==> src/rtl/inst_queue_ctrl.sv <==
// -----------------------------------------------------------------------------
// inst_queue_ctrl
//
// Instruction queue between the fetcher and the decoder. Fetched
// {inst, pc, pred} triples go into a circular FIFO. The oldest entry is
// presented to the decoder, and it is popped when the decoder issues it.
// A RoB misprediction clear empties the queue. A decoder redirect (jal or
// predicted-taken branch) consumes the head entry and discards every
// younger, wrong-path entry.
//
// Ports:
//   clk_in        system clock
//   rst_in        asynchronous active-low reset; the queue empties immediately
//   rdy_in        global ready; while low, all state holds
//   fetch_valid   fetcher presents an instruction this cycle
//   fetch_inst    fetched instruction word
//   fetch_pc      pc of the fetched instruction
//   fetch_pred    branch prediction of the fetched instruction (1 = taken)
//   queue_full    registered; high when count == DEPTH
//   dec_valid     high when the queue holds at least one entry
//   dec_inst      instruction of the head entry
//   dec_pc        pc of the head entry
//   dec_pred      prediction bit of the head entry
//   dec_issue     decoder takes the head entry at this clock edge
//   dec_redirect  the head issues, and all younger entries are wrong-path
//   rob_clear     discard everything
//   count         current occupancy
// -----------------------------------------------------------------------------
module inst_queue_ctrl #(
    parameter int DEPTH_LOG = 4,
    parameter int XLEN      = 32
) (
    input  logic                 clk_in,
    input  logic                 rst_in,
    input  logic                 rdy_in,
    input  logic                 fetch_valid,
    input  logic [XLEN-1:0]      fetch_inst,
    input  logic [XLEN-1:0]      fetch_pc,
    input  logic                 fetch_pred,
    output logic                 queue_full,
    output logic                 dec_valid,
    output logic [XLEN-1:0]      dec_inst,
    output logic [XLEN-1:0]      dec_pc,
    output logic                 dec_pred,
    input  logic                 dec_issue,
    input  logic                 dec_redirect,
    input  logic                 rob_clear,
    output logic [DEPTH_LOG:0]   count
);

    localparam int                 DEPTH    = 1 << DEPTH_LOG;
    localparam logic [DEPTH_LOG:0] FULL_CNT = (DEPTH_LOG + 1)'(DEPTH);

    typedef struct packed {
        logic [XLEN-1:0] inst;
        logic [XLEN-1:0] pc;
        logic            pred;
    } entry_t;

    entry_t               r_mem [DEPTH];
    logic [DEPTH_LOG-1:0] r_head;
    logic [DEPTH_LOG-1:0] r_tail;
    logic [DEPTH_LOG:0]   r_count;
    logic                 r_full;

    logic                 w_not_empty;
    logic                 w_redirect;
    logic                 w_push;
    logic                 w_pop;
    logic [DEPTH_LOG:0]   w_count_nxt;
    entry_t               w_head_entry;

    assign w_not_empty = (r_count != '0);

    // Decide this cycle's action, in priority order:
    // clear, then redirect, then normal push/pop.
    always_comb begin
        // NOTE: every signal gets a default first, so the block cannot infer a latch.
        w_redirect  = 1'b0;
        w_push      = 1'b0;
        w_pop       = 1'b0;
        w_count_nxt = r_count;
        if (rob_clear) begin
            w_count_nxt = '0;
        end else if (dec_redirect && dec_issue && w_not_empty) begin
            w_redirect  = 1'b1;
            w_count_nxt = '0;
        end else begin
            // The full test uses the registered flag, so a push is refused
            // at DEPTH even when a pop happens in the same cycle.
            w_push = fetch_valid && !r_full;
            w_pop  = dec_issue && w_not_empty;
            case ({w_push, w_pop})
                2'b10:   w_count_nxt = r_count + 1'b1;
                2'b01:   w_count_nxt = r_count - 1'b1;
                default: w_count_nxt = r_count;
            endcase
        end
    end

    always_ff @(posedge clk_in or negedge rst_in) begin
        if (!rst_in) begin
            r_head  <= '0;
            r_tail  <= '0;
            r_count <= '0;
            r_full  <= 1'b0;
        end else if (rdy_in) begin
            // NOTE: sequential state uses non-blocking assignments, so every
            // flop samples values from before the edge.
            r_count <= w_count_nxt;
            r_full  <= (w_count_nxt == FULL_CNT);
            if (rob_clear) begin
                r_head <= '0;
                r_tail <= '0;
            end else if (w_redirect) begin
                // The head issues and the younger entries are dropped. The
                // simultaneous fetch is wrong-path, so tail does not move.
                r_head <= r_tail;
            end else begin
                if (w_push) r_tail <= r_tail + 1'b1;
                if (w_pop)  r_head <= r_head + 1'b1;
            end
        end
    end

    // NOTE: the storage array has no reset. It is only read through head
    // while count != 0, so stale contents are never visible.
    always_ff @(posedge clk_in) begin
        if (rdy_in && w_push) begin
            r_mem[r_tail] <= '{inst: fetch_inst, pc: fetch_pc, pred: fetch_pred};
        end
    end

    // Combinational read of the head entry. There is no bypass, so a pushed
    // entry first appears on dec_* the cycle after the push.
    assign w_head_entry = r_mem[r_head];
    assign dec_inst     = w_head_entry.inst;
    assign dec_pc       = w_head_entry.pc;
    assign dec_pred     = w_head_entry.pred;
    assign dec_valid    = w_not_empty;
    assign queue_full   = r_full;
    assign count        = r_count;

endmodule

==> config.mk <==
export PLATFORM = sky130hd
export DESIGN_NAME = inst_queue_ctrl
export DESIGN_NICKNAME = d
export VERILOG_FILES = /design/src/rtl/inst_queue_ctrl.sv
export SDC_FILE = /design/constraint.sdc
export NUM_CORES = 1
export LEC_CHECK = 0
export ABC_CLOCK_PERIOD_IN_PS = 5900
export CORE_ASPECT_RATIO = 1.25
export CORE_MARGIN = 2
export CORE_UTILIZATION = 61
export CTS_CLUSTER_SIZE = 10
export DETAILED_ROUTE_END_ITERATION = 8
export PLACE_DENSITY = 0.8
export SETUP_SLACK_MARGIN = 0.15
export SYNTH_ARGS = -nofsm -noshare
export SYNTH_HDL_FRONTEND = slang
export SYNTH_SLANG_ARGS = --single-unit
==> constraint.sdc <==
create_clock -name clk_in -period 5.9 [get_ports clk_in]
set_clock_uncertainty 0.05 [all_clocks]
set_input_delay 1.18 -clock clk_in [delete_from_list [all_inputs] [get_ports clk_in]]
set_output_delay 1.18 -clock clk_in [all_outputs]
set_load 0.005 [all_outputs]
## Word-level counts from Yosys, hierarchy flattened

Memories as Yosys holds them, arrays and structs flattened.
Cells that the tools add are included.

- Bits in registers: 14
- Bits in writable memories: 1040
- Input bits: 72
- Output and inout bits: 72
- Word-level logic and storage cells: 41
- Memories kept: 1

Memories:

| memory | words | width | rd ports | clocked after Yosys merged registers in | wr ports | line | text |
|---|---|---|---|---|---|---|---|
| r_mem | 16 | 65 | 1 | 0 | 1 | 60 | `entry_t r_mem [DEPTH];` |

- $add $sub $neg: 4
- Equality and inequality tests: 4
- Multiplexer cells: 17
- Reductions and logical operators: 11

Operators with widths:

| kind | count |
|---|---|
| $mux W4 | 6 |
| $mux W5 | 2 |
| $pmux W5 S2 | 1 |
| $add A4 B1 Y4 const B | 2 |
| $mux W1 | 8 |
| $add A5 B1 Y5 const B | 1 |
| $eq A5 B5 Y1 const B | 1 |
| $logic_and A1 B1 Y1 | 5 |
| $reduce_bool A5 Y1 | 1 |
| $sub A5 B1 Y5 const B | 1 |
| $reduce_and A3 Y1 | 1 |
| $reduce_bool A3 Y1 | 1 |
| $eq A2 B1 Y1 const B | 1 |
| $eq A2 B2 Y1 const B | 1 |
| $ne A2 B2 Y1 const B | 1 |
| $reduce_and A2 Y1 | 1 |
| $reduce_bool A2 Y1 | 1 |
| $logic_not A1 Y1 | 1 |

## Logic depth before layout (Yosys ltp)

Gate-level depths: netlist of run 1.

- Depth in word-level cells: 7
- Depth in mapped cells: 12
- Gate-level depth less buffers: 10

## Worst setup path before layout of run 1

No wires, ideal clock.

- Kind: input-to-reg
- Start: input port rdy_in
- End: memory r_mem[10][0] in the netlist's numbering (enable)
- Library setup time: 0.488 ns
- Data arrival time: 5.149 ns
- Data required time: 5.362 ns
- Path slack: 0.213 ns
- Cell stages on the path: 6
- Buffers on the path: 1
- Cells stage by stage: clkbuf_1 -> inv_1 -> nor2_1 -> nand2_4 -> or4_4 -> nor2_1

- Cells in the longest elaborated chain, start to end: 3

RTL lines:

| item | line | text |
|---|---|---|
| from (decl) | 35 | `input logic rdy_in,` |
| $logic_and A1 B1 Y1 | 129 | `if (rdy_in && w_push) begin` |
| $mux W1 | 129 |  |
| $mux W1 (not written as such) | 130 | `r_mem[r_tail] <= '{inst: fetch_inst, pc: fetch_pc, pred: fetch_pred};` |
| to (decl) | 60 |  |

No other way between the ends.

## Worst setup path in the final report of run 1

- Start: register r_head[0]
- End: output port dec_pc[9]

- Cells in the longest elaborated chain, start to end: 1

RTL lines:

| item | line | text |
|---|---|---|
| from (decl) | 61 | `logic [DEPTH_LOG-1:0] r_head;` |
| from (signal assigned) | 118 | `r_head <= r_tail;` |
| from (signal assigned) | 121 | `if (w_pop) r_head <= r_head + 1'b1;` |
| $mem_v2 Z16 W65 | - |  |
| to (decl) | 43 | `output logic [XLEN-1:0] dec_pc,` |

No other way between the ends.

==> metrics, run 1 <==
largest family of logic cells by synthesized area multiplexers; syn_area_per_cell 21.52 µm²; fin worst setup slack 576.6 ps; maximum buffer depth of the clock tree 3; CP Depth 7; H-tree levels 3; Gate Count Post-Synth 1872; # rows 105; Peak VDD IR 447.9 µV; CP required 4670 ps; post-synthesis compound-gate area fraction 4.928%; core area 65560 µm²; Post-CTS Setup Inserts 0; Max Cap Viol 0; Synth-to-Final Area Change 14.34%; Yosys reg bits 1054; Slew Limit Headroom 25.05%; GR Overflow Total 0; sequence of cells on the critical path buf_12 > buf_12 > mux2i_1 > a221oi_1 > a22oi_1 > o21ai_0 > clkdlybuf4s50_1; Routed WL 95360 µm; Crit Path Max Fanout 48; root buf cell clkbuf_16; Post-Synth Simple-Gate Area 0.8695%; share of layout cells above drive strength 1 18.99%; CTS tree built; Routed Antenna Nets 0; P_leak 0.01435 µW; DRT iter0 DRCs 2873; RSZ-0062 raised after global routing false; first-pass GRT wire length 140500 µm; vias in the first global route 21674; status finished clean; NumNets Final 2148; largest net degree at the start of global routing 139; hpwl dp 45380 µm; Port Buffer Count 143; final slew viol count 0; critical path's top delay family buffers and inverters; Chip Width 233.9 µm; initial antenna violation count 7; Final TNS setup 0 ps; Yosys warnings 0; fraction of the yosys area taken by sequential cells 78.38%; clock latency at the later pin of the worst-skew pair 670 ps; Slew @ Worst Pin 1122 ps; clock-pin slew on the worst setup and hold paths 60 ps; Yosys cell types 55; routed len/inst 32.37 µm; Initial Util 61.46%; cts bufs inserted 115; Clock Sink Count 1054; DRC 0; Hold Crit Depth 2; Worst Hold Class flip-flop to flip-flop; slowest CP cell dfrtp_4; Worst R2R Path Depth 6; Final min period 5323 ps; num ports 144; CP dominant cell by count buf_12; EDFF count, synth 1040; share of the synthesized area in the top cell type 77.51%; Detailed Routing Iterations Pass 1 6; GRT Overall Usage 28.52%; mux cell area share after synthesis 14.23%; FFs w/ async S/R, synth 1.328%; most area-hungry cell type in the Yosys netlist edfxtp_1; syn_nets 1952; vias 20813; Startpoint Class flip-flop; Die Area 68140 µm²; Worst Path Arrival 4090 ps; Mapped Area 40290 µm²; final hold vios 0; CP bufs+invs 3; Final Wtd Congestion 0.8155; Peak Freq 187.8 MHz; post-place setup slack 1310 ps; Critical Path Max Stage Delay 1060 ps; Setup Viol. Count Final 0; ys flop type edfxtp_1; cts hold-fix bufs 0; CTS resizes 0; Synth Area in XOR/XNOR 0.08695%; Crit Path Class flip-flop to output port; synthesized-area fraction occupied by adder cells 0.2484%; ranking of synthesized cells by area edfxtp_1, mux4_2, mux2i_1; crit share post-route 90.23%; Die Ht 291.3 µm; pwr dens 433.8 nW/µm²; Worst setup EP type output port; vias per cell 7.065
[cells in the mapped netlist, types with 2 or more instances]
cell type,count
nand2_1,7
nor2_1,15
clkbuf_1,65
mux2i_1,132
a21oi_1,70
o31ai_1,4
a22oi_1,64
inv_1,13
buf_2,33
a22o_1,2
o21ai_0,71
or4_4,2
a211o_1,2
a221oi_1,65
o41ai_1,2
dfrtp_1,14
a21o_1,3
nor3_1,4
nand3_1,4
xor2_1,2
a211oi_1,2
a31oi_1,2
edfxtp_1,1040
and2_1,13
mux2_2,2
mux4_2,195
buf_1,5
xnor2_1,2
and4_1,2
nor4_1,3
ha_1,8
[power breakdown]
group | switching [µW] | internal [µW]
combinational | 2690 | 2520
clock | 2650 | 3510
sequential | 238 | 8370
total | 5580 | 14400
[worst register-to-register path, cell delays in order, from the launching register on]
cell     delay [ps]
dfrtp_1         480
or4_4           610
o211a_1         320
nor2_1          310
and4_1          380
and2_4          880
buf_4           400
[path summary, 6_finish.rpt]
path | startpoint | end | slack [ps]
max in group asynchronous | rst_in | r_head[0]$_DFFE_PN0P_ | 4380
worst max-delay path | r_head[0]$_DFFE_PN0P_ | dec_pc[9] | 580
worst max register to register | count[2]$_DFFE_PN0P_ | r_mem[6][13]$_DFFE_PP_ | 2130
worst min-delay path | queue_full$_DFFE_PN0P_ | queue_full$_DFFE_PN0P_ | 500
worst min register to register | queue_full$_DFFE_PN0P_ | queue_full$_DFFE_PN0P_ | 500
min in group asynchronous | rst_in | r_head[1]$_DFFE_PN0P_ | 890
[area by class of cell]
type	count	area [µm²]
clock inverter	5	66.31
clock buffer	129	2994
fill	3571	19490
sequential	1054	31590
antenna	5	12.51
timing repair buffer	184	1989
multi-input combinational	699	8292
tap	856	1071
inverter	14	52.55
[registers in the layout, summed over array words and instances (netlist names)]
| name | flops |
|---|---|
| count | 5 |
| r_mem | 1040 |
| queue_full | 1 |
| r_tail | 4 |
| r_head | 4 |
[through the flow]
step                utilization, %  std cells  area, µm²  hold WS [ps]  total power [µW]
global placement             65.59       2807      43000         448.0             13730
finish                       70.27       2946      46070         500.1             19990
floorplan                        -       1872      40290         432.2             11760
global route                 70.27       2944      46060         520.0             20600
detailed placement           65.59       2807      43000         480.9             13850
CTS                          70.25       2941      46060         493.4             20040
[cell usage in the layout, fill, tap and decap left out, drive strengths merged, types with 5 or more instances in the layout]
cell type	synthesis	layout
edfxtp	1040	1040
mux4	195	195
clkdlybuf4s50	0	143
mux2i	132	132
clkbuf	66	129
o21ai	71	71
a21oi	70	70
a221oi	65	65
a22oi	64	64
buf	39	41
inv	14	15
nor2	15	15
dfrtp	14	14
and2	13	13
ha	8	8
nand2	8	8
diode	0	5
[kinds of logic (layout without fill, tap and decap cells)]
family                   after synthesis  count (layout)
other                                  0               5
buffers and inverters                119             332
multiplexers                         329             329
XOR/XNOR                               4               4
adder cells (fa/ha/maj)                8               8
AND/OR/NAND/NOR                       61              61
flip-flops                          1054            1054
AO/OA/AOI/OAI                        297             297
[routing by layer]
metal	track usage [%]	part of all wire, %
met4	11.25	3.3
met5	0	0.044
met2	46.28	51
met3	5.623	9.6
met1	38.63	36
Note: power is estimated with default switching activity, not from simulation.
==> run 2: changes to the inputs <==
--- a/config.mk
+++ b/config.mk
@@ -6,10 +6,9 @@
 export NUM_CORES = 1
 export LEC_CHECK = 0
 export ABC_CLOCK_PERIOD_IN_PS = 5900
-export CORE_ASPECT_RATIO = 1.25
 export CORE_MARGIN = 2
 export CORE_UTILIZATION = 61
-export CTS_CLUSTER_SIZE = 10
+export CTS_CLUSTER_SIZE = 24
 export DETAILED_ROUTE_END_ITERATION = 8
 export PLACE_DENSITY = 0.8
 export SETUP_SLACK_MARGIN = 0.15
==> run 2 against run 1 <==
Against the previous run:
- utilization up 0.26 points
- non-clock buffer count is 1 higher
- count of clock-buffer cells in the layout is 9 lower
- critical path type unchanged
- sequential cell count unchanged
- critical endpoint is now dec_inst[6]
==> metrics, run 2 (synthesis gave the netlist of run 1 again) <==
maximum buffer depth of the clock tree 3; NetSw 5594 µW; Worst R2R Path Depth 5; CP required 4670 ps; DRC 0; Hold Path End queue_full$_DFFE_PN0P_; Slew @ Worst Pin 1158 ps; DRT iter0 DRCs 2702; pwr dens 436.6 nW/µm²; max FFs per register 1040; Crit Path Class flip-flop to output port; GR Overflow Total 0; vias in the first global route 21047; R2R Setup Slk 2110 ps; core area 65630 µm²; NumNets Final 2134; clock latency at the later pin of the worst-skew pair 640 ps; Die Ht 261.0 µm; routed len/inst 30.34 µm; Sequential Power Share 42.4%; cts hold-fix bufs 0; R2R Path End r_mem[3][15]$_DFFE_PP_; largest net degree at the start of global routing 109; Startpoint Class flip-flop; vias 20328; Synth-to-Final Area Change 14.88%; RSZ-0062 raised after global routing false; switching part of the total 27.68%; Worst Hold Class flip-flop to flip-flop; Largest Register r_mem; root buf cell clkbuf_16; Final min period 5296 ps; Crit Path Max Fanout 53; Comb power frac 25.5%; Post-CTS Setup Inserts 0; Routed WL 91330 µm; Peak Freq 188.8 MHz; cts bufs inserted 100; clock-pin slew on the worst setup and hold paths 60 ps; Int Pwr 14610 µW; Port Buffer Count 143; # rows 94; Reg2Reg Launch Point count[2]$_DFFE_PN0P_; hpwl dp 45370 µm; CTS resizes 0; most common library cell in the layout ignoring fill and taps edfxtp_1; Filler Cell Count 3720; initial antenna violation count 9; Clock Sink Count 1054; Detailed Routing Iterations Pass 1 6; share of layout cells above drive strength 1 19.44%; clock network power share 32.1%; status finished clean; num ports 144; Worst setup EP type output port; Cell Count, Final, Fillers Out 3010; Final TNS setup 0 ps; most frequent cells in the layout edfxtp_1, mux4_2, clkdlybuf4s50_1; Final Wtd Congestion 0.8134; vias per cell 6.753; Initial Util 61.40%; first-pass GRT wire length 134400 µm; final hold vios 0; CTS tree built; Die Area 68120 µm²; hold path start queue_full$_DFFE_PN0P_; P_leak 0.01445 µW; GRT Overall Usage 27.23%; Slew Limit Headroom 22.77%; Max Cap Viol 0; Chip Width 261.0 µm; crit share post-route 89.76%; total placed cells including tap cells 2816; Setup Viol. Count Final 0; H-tree levels 3; Final Core Density 70.53%; Worst Path Arrival 4070 ps; Peak VDD IR 393.7 µV; Hold Crit Depth 2; Routed Antenna Nets 0; final slew viol count 0
==> run 2: final cells by class <==
type | instances | area, µm² | area share (%)
multi-input combinational | 699 | 8285 | 17.90
clock inverter | 68 | 694.4 | 1.500
sequential | 1054 | 31590 | 68.25
timing repair buffer | 185 | 1947 | 4.206
inverter | 14 | 52.55 | 0.1135
clock buffer | 120 | 2620 | 5.660
antenna | 6 | 15.01 | 0.03244
tap | 864 | 1081 | 2.336
==> run 2: per-layer routing <==
metal	global-route usage (%)	part of all wire, %	up-vias	wire [µm]
li1	-	-	8347	-
met3	5.352	8.9	171	8158
met5	0	0.050	-	46
met2	44.68	51	1191	46220
met1	37.09	38	10611	34340
met4	9.943	2.8	8	2560
==> run 2: worst max path at each step <==
stage                             end  slack (ps)  cells past startpoint                   from
6_report                  dec_inst[6]         600                      6  r_head[0]$_DFFE_PN0P_
3_5_place_dp   r_mem[3][32]$_DFFE_PP_        1150                      6                 rdy_in
2_1_floorplan  r_mem[10][0]$_DFFE_PP_         210                      6                 rdy_in
5_1_grt                   dec_inst[6]         480                      6  r_head[0]$_DFFE_PN0P_
4_1_cts                   dec_inst[4]         630                      6  r_head[0]$_DFFE_PN0P_
3_3_place_gp   r_mem[3][31]$_DFFE_PP_        1260                      6                 rdy_in
==> run 2: power by group through the flow <==
stage          registers (µW)  logic (µW)  clock network (µW)
3_5_place_dp             8720        5110                   0
5_1_grt                  8580        5470                6810
3_3_place_gp             8710        5050                   0
4_1_cts                  8570        5170                6550
6_report                 8570        5150                6490
2_1_floorplan            8560        3200                   0
==> run 2: metrics by stage <==
stage	hold slack, ps	area [µm²]	setup WS [ps]	power [µW]
global route	501.7	46280	477.4	20870
CTS	468.9	46270	626.2	20290
global placement	473.0	42960	1262	13750
detailed placement	452.5	42960	1153	13830
floorplan	432.2	40290	212.7	11760
finish	472.7	46290	603.9	20210
==> run 2: critical path, cell delays in order (launching register included) <==
cell and delay, ps:
dfrtp_4 1080, buf_12 420, mux2i_1 140, a221oi_1 430, a21oi_1 90, o21ai_0 540, clkdlybuf4s50_1 620
